==> src/rtl/count_day_pkg.sv <==
// Shared constants, BCD day type and BCD helpers for the day-of-month stage.
package count_day_pkg;

    localparam int UNIT_W = 4;
    localparam int TEN_W  = 2;

    // Day value as two BCD digits, tens in the upper bits.
    typedef struct packed {
        logic [TEN_W-1:0]  ten;
        logic [UNIT_W-1:0] unit;
    } bcd_day_t;

    localparam logic [UNIT_W-1:0] DAY_FIRST_UNIT = 4'd1;
    localparam logic [TEN_W-1:0]  DAY_FIRST_TEN  = 2'd0;
    localparam logic [UNIT_W-1:0] DAYS_28_UNIT   = 4'd8;
    localparam logic [TEN_W-1:0]  DAYS_28_TEN    = 2'd2;
    localparam logic [UNIT_W-1:0] DAYS_29_UNIT   = 4'd9;
    localparam logic [TEN_W-1:0]  DAYS_29_TEN    = 2'd2;
    localparam logic [UNIT_W-1:0] DAYS_30_UNIT   = 4'd0;
    localparam logic [TEN_W-1:0]  DAYS_30_TEN    = 2'd3;
    localparam logic [UNIT_W-1:0] DAYS_31_UNIT   = 4'd1;
    localparam logic [TEN_W-1:0]  DAYS_31_TEN    = 2'd3;

    localparam bcd_day_t DAY_FIRST = '{ten: DAY_FIRST_TEN, unit: DAY_FIRST_UNIT};
    localparam bcd_day_t DAYS_28   = '{ten: DAYS_28_TEN,   unit: DAYS_28_UNIT};
    localparam bcd_day_t DAYS_29   = '{ten: DAYS_29_TEN,   unit: DAYS_29_UNIT};
    localparam bcd_day_t DAYS_30   = '{ten: DAYS_30_TEN,   unit: DAYS_30_UNIT};
    localparam bcd_day_t DAYS_31   = '{ten: DAYS_31_TEN,   unit: DAYS_31_UNIT};

    // a >= b on two-digit BCD values (tens digit dominates).
    function automatic logic bcd_ge(input bcd_day_t a, input bcd_day_t b);
        logic res;
        if (a.ten > b.ten) begin
            res = 1'b1;
        end else if (a.ten == b.ten) begin
            res = (a.unit >= b.unit);
        end else begin
            res = 1'b0;
        end
        return res;
    endfunction

    // BCD increment: units 9 rolls to 0 and carries into tens.
    function automatic bcd_day_t bcd_inc(input bcd_day_t a);
        bcd_day_t res;
        if (a.unit == 4'd9) begin
            res.unit = 4'd0;
            res.ten  = a.ten + 2'd1;
        end else begin
            res.unit = a.unit + 4'd1;
            res.ten  = a.ten;
        end
        return res;
    endfunction

    // BCD decrement: units 0 rolls to 9 and borrows from tens.
    function automatic bcd_day_t bcd_dec(input bcd_day_t a);
        bcd_day_t res;
        if (a.unit == 4'd0) begin
            res.unit = 4'd9;
            res.ten  = a.ten - 2'd1;
        end else begin
            res.unit = a.unit - 4'd1;
            res.ten  = a.ten;
        end
        return res;
    endfunction

endpackage

==> src/rtl/count_day_limit_dec.sv <==
// Combinational last-day-of-month decoder: February (28/29) beats 30-day
// months, which beat 31-day months; with no flag set the month is taken as 31.
module day_limit_dec
    import count_day_pkg::*;
(
    input  logic              TO,
    input  logic              T,
    input  logic              TN,
    input  logic              leap,
    output logic [TEN_W-1:0]  o_last_ten,
    output logic [UNIT_W-1:0] o_last_unit
);

    bcd_day_t w_last;

    // Priority decode of the month-length flags into the last legal day.
    always_comb begin
        w_last = DAYS_31;
        if (TN) begin
            if (leap) begin
                w_last = DAYS_29;
            end else begin
                w_last = DAYS_28;
            end
        end else if (T) begin
            w_last = DAYS_30;
        end else if (TO) begin
            w_last = DAYS_31;
        end else begin
            w_last = DAYS_31;
        end
    end

    assign o_last_ten  = w_last.ten;
    assign o_last_unit = w_last.unit;

endmodule

==> src/rtl/count_day.sv <==
// Day-of-month BCD counter. Advances on the hour-stage carry, accepts manual
// up/down setting when no carry is pending, and clamps to the last day of the
// month whenever the month or leap flags shrink the month under the current day.
module count_day
    import count_day_pkg::*;
#(
    parameter int MAX_DISPLAY_UNIT = UNIT_W,
    parameter int MAX_DISPLAY_TEN  = TEN_W
) (
    input  logic                        clk,
    input  logic                        rst_n,
    input  logic                        en_d,
    input  logic                        up,
    input  logic                        down,
    input  logic                        TO,
    input  logic                        T,
    input  logic                        TN,
    input  logic                        leap,
    output logic [MAX_DISPLAY_UNIT-1:0] day_unit,
    output logic [MAX_DISPLAY_TEN-1:0]  day_ten,
    output logic                        pulse_d
);

    bcd_day_t r_day;
    bcd_day_t w_day_next;
    bcd_day_t w_last;
    logic     w_at_last;    // D >= L
    logic     w_past_last;  // D >  L
    logic     w_is_first;   // D == 01

    day_limit_dec u_limit (
        .TO          (TO),
        .T           (T),
        .TN          (TN),
        .leap        (leap),
        .o_last_ten  (w_last.ten),
        .o_last_unit (w_last.unit)
    );

    assign w_at_last   = bcd_ge(r_day, w_last);
    assign w_past_last = w_at_last && (r_day != w_last);
    assign w_is_first  = (r_day == DAY_FIRST);

    // Next-day selection: carry strobe first, then exclusive up or down, else clamp/hold.
    always_comb begin
        w_day_next = r_day;
        if (en_d) begin
            if (w_at_last) begin
                w_day_next = DAY_FIRST;
            end else begin
                w_day_next = bcd_inc(r_day);
            end
        end else if (up && !down) begin
            if (w_at_last) begin
                w_day_next = DAY_FIRST;
            end else begin
                w_day_next = bcd_inc(r_day);
            end
        end else if (down && !up) begin
            if (w_is_first || w_past_last) begin
                w_day_next = w_last;
            end else begin
                w_day_next = bcd_dec(r_day);
            end
        end else begin
            if (w_past_last) begin
                w_day_next = w_last;
            end else begin
                w_day_next = r_day;
            end
        end
    end

    // Day register; reset forces day 01 without waiting for a clock.
    always_ff @(posedge clk or negedge rst_n) begin
        if (!rst_n) begin
            r_day <= DAY_FIRST;
        end else begin
            r_day <= w_day_next;
        end
    end

    // The month advances exactly when a carry arrives on the last day.
    assign pulse_d  = rst_n & en_d & w_at_last;

    assign day_unit = MAX_DISPLAY_UNIT'(r_day.unit);
    assign day_ten  = MAX_DISPLAY_TEN'(r_day.ten);

endmodule

==> config.mk <==
export PLATFORM = sky130hd
export DESIGN_NAME = count_day
export DESIGN_NICKNAME = d
export VERILOG_FILES = /design/src/rtl/count_day_pkg.sv /design/src/rtl/count_day_limit_dec.sv /design/src/rtl/count_day.sv
export SDC_FILE = /design/constraint.sdc
export NUM_CORES = 1
export LEC_CHECK = 0
export ABC_CLOCK_PERIOD_IN_PS = 5600
export CORE_ASPECT_RATIO = 0.8
export CORE_MARGIN = 2
export CORE_UTILIZATION = 40
export CTS_BUF_LIST = sky130_fd_sc_hd__clkbuf_8 sky130_fd_sc_hd__clkbuf_16
export DETAILED_ROUTE_END_ITERATION = 6
export PLACE_DENSITY_LB_ADDON = 0.15
export SYNTH_ARGS = -nofsm -noshare
export SYNTH_HDL_FRONTEND = slang
export SYNTH_SLANG_ARGS = --single-unit
==> constraint.sdc <==
create_clock -name clk -period 5.6 [get_ports clk]
set_input_delay 0.84 -clock clk [delete_from_list [all_inputs] [get_ports clk]]
set_output_delay 0.84 -clock clk [all_outputs]
set_load 0.005 [all_outputs]
[Yosys cells after proc, flatten, opt, wreduce, memory -nomap -nowiden]
Index checks and enable logic that the tools add are counted.
Word-level totals
  logic and storage cells: 37
  flip-flop bits (word level): 6
Operators by class
  equality and inequality tests: 5
  muxes and demuxes: 13
  add/sub/neg operators: 4
  reduce and logical (&&, ||, !) cells: 9
  bitwise logic cells: 2
  order comparisons: 2
Operator list (number)
  $mux W6: 9
  $eq A6 B1 Y1 const B: 1
  $ne A6 B6 Y1: 1
  $ne A5 B3 Y1 const B: 1
  $add A4 B1 Y4 const B: 1
  $eq A4 B4 Y1 const B: 1
  $ge A4 B4 Y1: 1
  $logic_not A4 Y1: 1
  $mux W1: 4
  $reduce_bool A4 Y1: 1
  $sub A4 B1 Y4 const B: 1
  $logic_and A1 B1 Y1: 3
  $add A2 B1 Y2 const B: 1
  $and A1 B1 Y1: 2
  $eq A2 B2 Y1: 1
  $gt A2 B2 Y1: 1
  $logic_not A1 Y1: 2
  $reduce_and A2 Y1: 1
  $sub A2 B1 Y2 const B: 1
  $logic_or A1 B1 Y1: 1

[Depth between registers and ports, before layout]
  depth in word-level cells: 11
  gate-level depth with buffers: 8
  depth with buffers taken out: 8

[By module]
From an unflattened synthesis, not the netlist that was laid out.
Unflattened totals
  cells, all modules: 109
  area total of the unflattened synthesis: 899.6 µm²
By module, submodules not included
  count_day: area an instance 849.6 µm², cells an instance 100, instances 1, seq. area each 151.4 µm²
  day_limit_dec: area an instance 50.0 µm², cells an instance 9, instances 1, seq. area each 0.0 µm²

[Least setup slack after synthesis]
Ideal clock, no wire load.
  kind: input to output
  start point: in TN
  end point: out pulse_d
  path slack: 2.781 ns
  arrival time: 1.979 ns
  required time: 4.760 ns
  cell stages on the path: 7
  path buffers: 0
  path through: nor2b_1 > a21oi_1 > ha_1 > nor3b_2 > nand2_1 > nand2_1 > nor2_1
On the way
  word-level cells in the longest chain between the ends: 5
  elaborated cells between the ends (all ways): 7
Ends and longest elaborated chain
  start, declared: RTL line count_day.sv:17  | input logic TN,
  $mux W6 (*): RTL line count_day_limit_dec.sv:19  | if (TN) begin
  $ge A4 B4 Y1 or $eq A2 B2 Y1 (tied branches): RTL line count_day_pkg.sv:36, count_day_pkg.sv:35
  $mux W1: RTL line count_day_pkg.sv:35  | end else if (a.ten == b.ten) begin
  $mux W1 (*): RTL line count_day_pkg.sv:33  | if (a.ten > b.ten) begin
  $and A1 B1 Y1 (*): RTL line count_day.sv:84  | assign pulse_d = rst_n & en_d & w_at_last;
  end, declared: RTL line count_day.sv:21  | output logic pulse_d
Mark *: on every way between the ends. The rest lies on a longest branch, timed or not.

[Worst setup path after layout]
Same ends and word-level chain as after synthesis.

==> impl_metrics.py <==
metrics = {
    "synthesis": {
        "synth_most_common_cell": "inv_1",
        "synth_edf_count": 0,
        "synth_commonest_cells": "inv_1, ha_1, a21oi_1, nor2_1, nand2_1",
        "synthTopCellsByArea": "dfrtp_1, ha_1, inv_1",
        "ys_seq_area_frac": 0.181,
        "syn_inst": 98,
        "syn_avg_cell_area_um2": 8.55,
        "synthFlopType": "dfrtp_1",
        "synthArstFlopShare": 1.00,
        "synth-seq-cells": 6,
        "synth_warnings": 0,
        "synth_fp_nets": 117,
        "yosysTopAreaCell": "dfrtp_1",
        "synth_area_um2": 838,
        "ys_types": 41,
        "yosysTopAreaCellShare": 0.149,
    },
    "floorplanning": {
        "row_count": 14,
        "fp.dieH_um": 44.9,
        "die_x_um": 55.2,
        "core_area_um2": 1930,
        "start_util": 0.435,
        "die_area_um2": 2480,
        "ios": 16,
    },
    "setup_path": {
        "criticalPathCategory": "input port to output pin",
        "critPathRequiredTime_ns": 4.76,
        "rrSetupSlack_ns": 3.17,
        "cp.arrival_ns": 3.30,
        "cp_max_fo": 12,
        "cp-end-kind": "output pin",
        "startpoint_type": "input port",
    },
    "route": {
        "via_per_inst": 5.88,
        "drt-total-wl_mm": 1.95,
        "firstDrtPassIters": 4,
        "num_vias": 805,
        "drc_errors": 0,
        "wire_per_inst_um": 14.3,
        "drt_iter0_drc": 28,
        "ant_nets": 0,
    },
    "timing": {
        "fin_crit_sh": 0.739,
        "slew_headroom": 0.631,
        "setup_viol": 0,
        "max_freq_ghz": 0.242,
        "slew_violations": 0,
        "rsz0062_at_grt": "false",
        "worst_pin_slew_ns": 0.549,
        "clock_skew_ns": 0.00203,
        "hold_viol": 0,
        "finalSetupTns_ns": 0,
        "min_period_ns": 4.14,
        "setup_slack_ns": 1.46,
    },
    "placed_design": {
        "place_ws_ns": 1.50,
        "place.detailed.hpwl_mm": 1.55,
        "gp_congestion": 0.927,
        "numPortBuffers": 14,
    },
    "run_status": {
        "status": "complete, no violations",
    },
    "power_and_ir_drop": {
        "p_leak_nw": 0.436,
        "peakVddDrop_v": 0.000243,
        "power_density_nw_per_um2": 473,
    },
    "cts": {
        "cts_tree": "built",
        "cts_buffers": 3,
        "post_cts_resized": 0,
        "postCtsSetupRepairBufs": 0,
        "clk_pin_slew_worst_paths_ns": 0.04,
        "worstSkewPairLatency_ns": 0.22,
        "cts_buffer_depth": 2,
        "cts_hold_buffers": 0,
        "numClockSinks": 6,
        "htreeDepth": 1,
        "cts_root_buffer": "clkbuf_8",
    },
    "cells_and_area": {
        "fin_nets": 133,
        "drive_above_1_share": 0.150,
        "final_util": 0.537,
        "areaGrowthSynthToFinish_pct": 23.4,
        "diodes": 0,
    },
    "worst_hold_path": {
        "hold_path_class": "register to register",
    },
    "global_routing": {
        "grt_start_max_net_pins": 14,
        "track_usage": 0.181,
        "grt_pass1_vias": 742,
        "grt_pass1_wl_mm": 3.22,
        "antenna_found_initial": 0,
        "grt_overflow": 0,
    },
    "run": {
        "cap_viol_max_count": 0,
    },
}
## cell families (layout without fill, tap and decap cells)
logic type	count (synthesis)	count (layout)	share of synthesized area
fa+ha+maj	10	10	0.149
buf+inv	16	31	0.0806
mux	2	2	0.0239
compound gates	38	38	0.384
flops	6	6	0.181
simple gates	26	26	0.182
## sequential cells by signal, summed over array words and instances (netlist names)
name,cells
day_ten,2
day_unit,4
## through the flow
stage | hold slack [ns] | instance area [um^2] | power [mW] | instances
finish | 0.592 | 1030 | 0.490 | 137
floorplan | 0.542 | 838 | 0.330 | 98
global placement | 0.571 | 990 | 0.417 | 133
global route | 0.659 | 1030 | 0.533 | 137
CTS | 0.604 | 1030 | 0.490 | 137
detailed placement | 0.596 | 990 | 0.422 | 133
## final timing paths
path / startpoint / endpoint / depth (start not counted)
max: TN / pulse_d / 8
min reg2reg: day_ten[1] / day_ten[1] / 2
max in group asynchronous: rst_n / day_unit[0] / 1
max reg2reg: day_unit[0] / day_unit[3] / 7
min: day_ten[1] / day_ten[1] / 2
min in group asynchronous: rst_n / day_unit[3] / 1
## power by group
part           internal, mW  total, mW  leakage, nW  switching, mW
clock network        0.0471     0.0665       0.0269         0.0194
logic                 0.150      0.319        0.336          0.168
registers            0.0661      0.105       0.0733         0.0385
total                 0.264      0.490        0.436          0.226
## area by class of cell
cell class	count	area, um^2
fill	183	892
tap	24	30.0
inverter	13	48.8
clock inverter	1	3.75
clock buffer	3	41.3
sequential	6	151
multi-input combinational	76	619
timing repair buffer	14	140
## worst max-delay path: stages
cell	delay, ns
clkdlybuf4s50_1	0.56
inv_1	0.11
ha_1	0.33
or2_4	0.26
a21oi_4	0.36
nand2_1	0.18
nor2_1	0.15
clkdlybuf4s50_1	0.51
## layer usage
layer / part of all wire / vias to the layer above / GRT usage
met5: 0 / - / 0
met4: 0.0072 / 0 / 0.0732
met3: 0.081 / 2 / 0.0298
met2: 0.44 / 38 / 0.276
met1: 0.47 / 367 / 0.253
li1: - / 398 / -
## cells in the final DEF, fill, tap and decap left out, types with 2 or more instances in the layout
| master | count |
|---|---|
| ha_1 | 10 |
| o31ai_1 | 5 |
| o21ai_0 | 2 |
| a21oi_1 | 7 |
| a22o_1 | 2 |
| clkbuf_8 | 3 |
| nor2b_1 | 2 |
| a221oi_1 | 2 |
| inv_1 | 14 |
| a211oi_1 | 4 |
| mux2i_1 | 2 |
| and3b_1 | 2 |
| nand2_1 | 6 |
| a211oi_2 | 2 |
| clkdlybuf4s50_1 | 14 |
| dfrtp_1 | 5 |
| nor2_1 | 7 |
(Power assumes the default switching activity.)
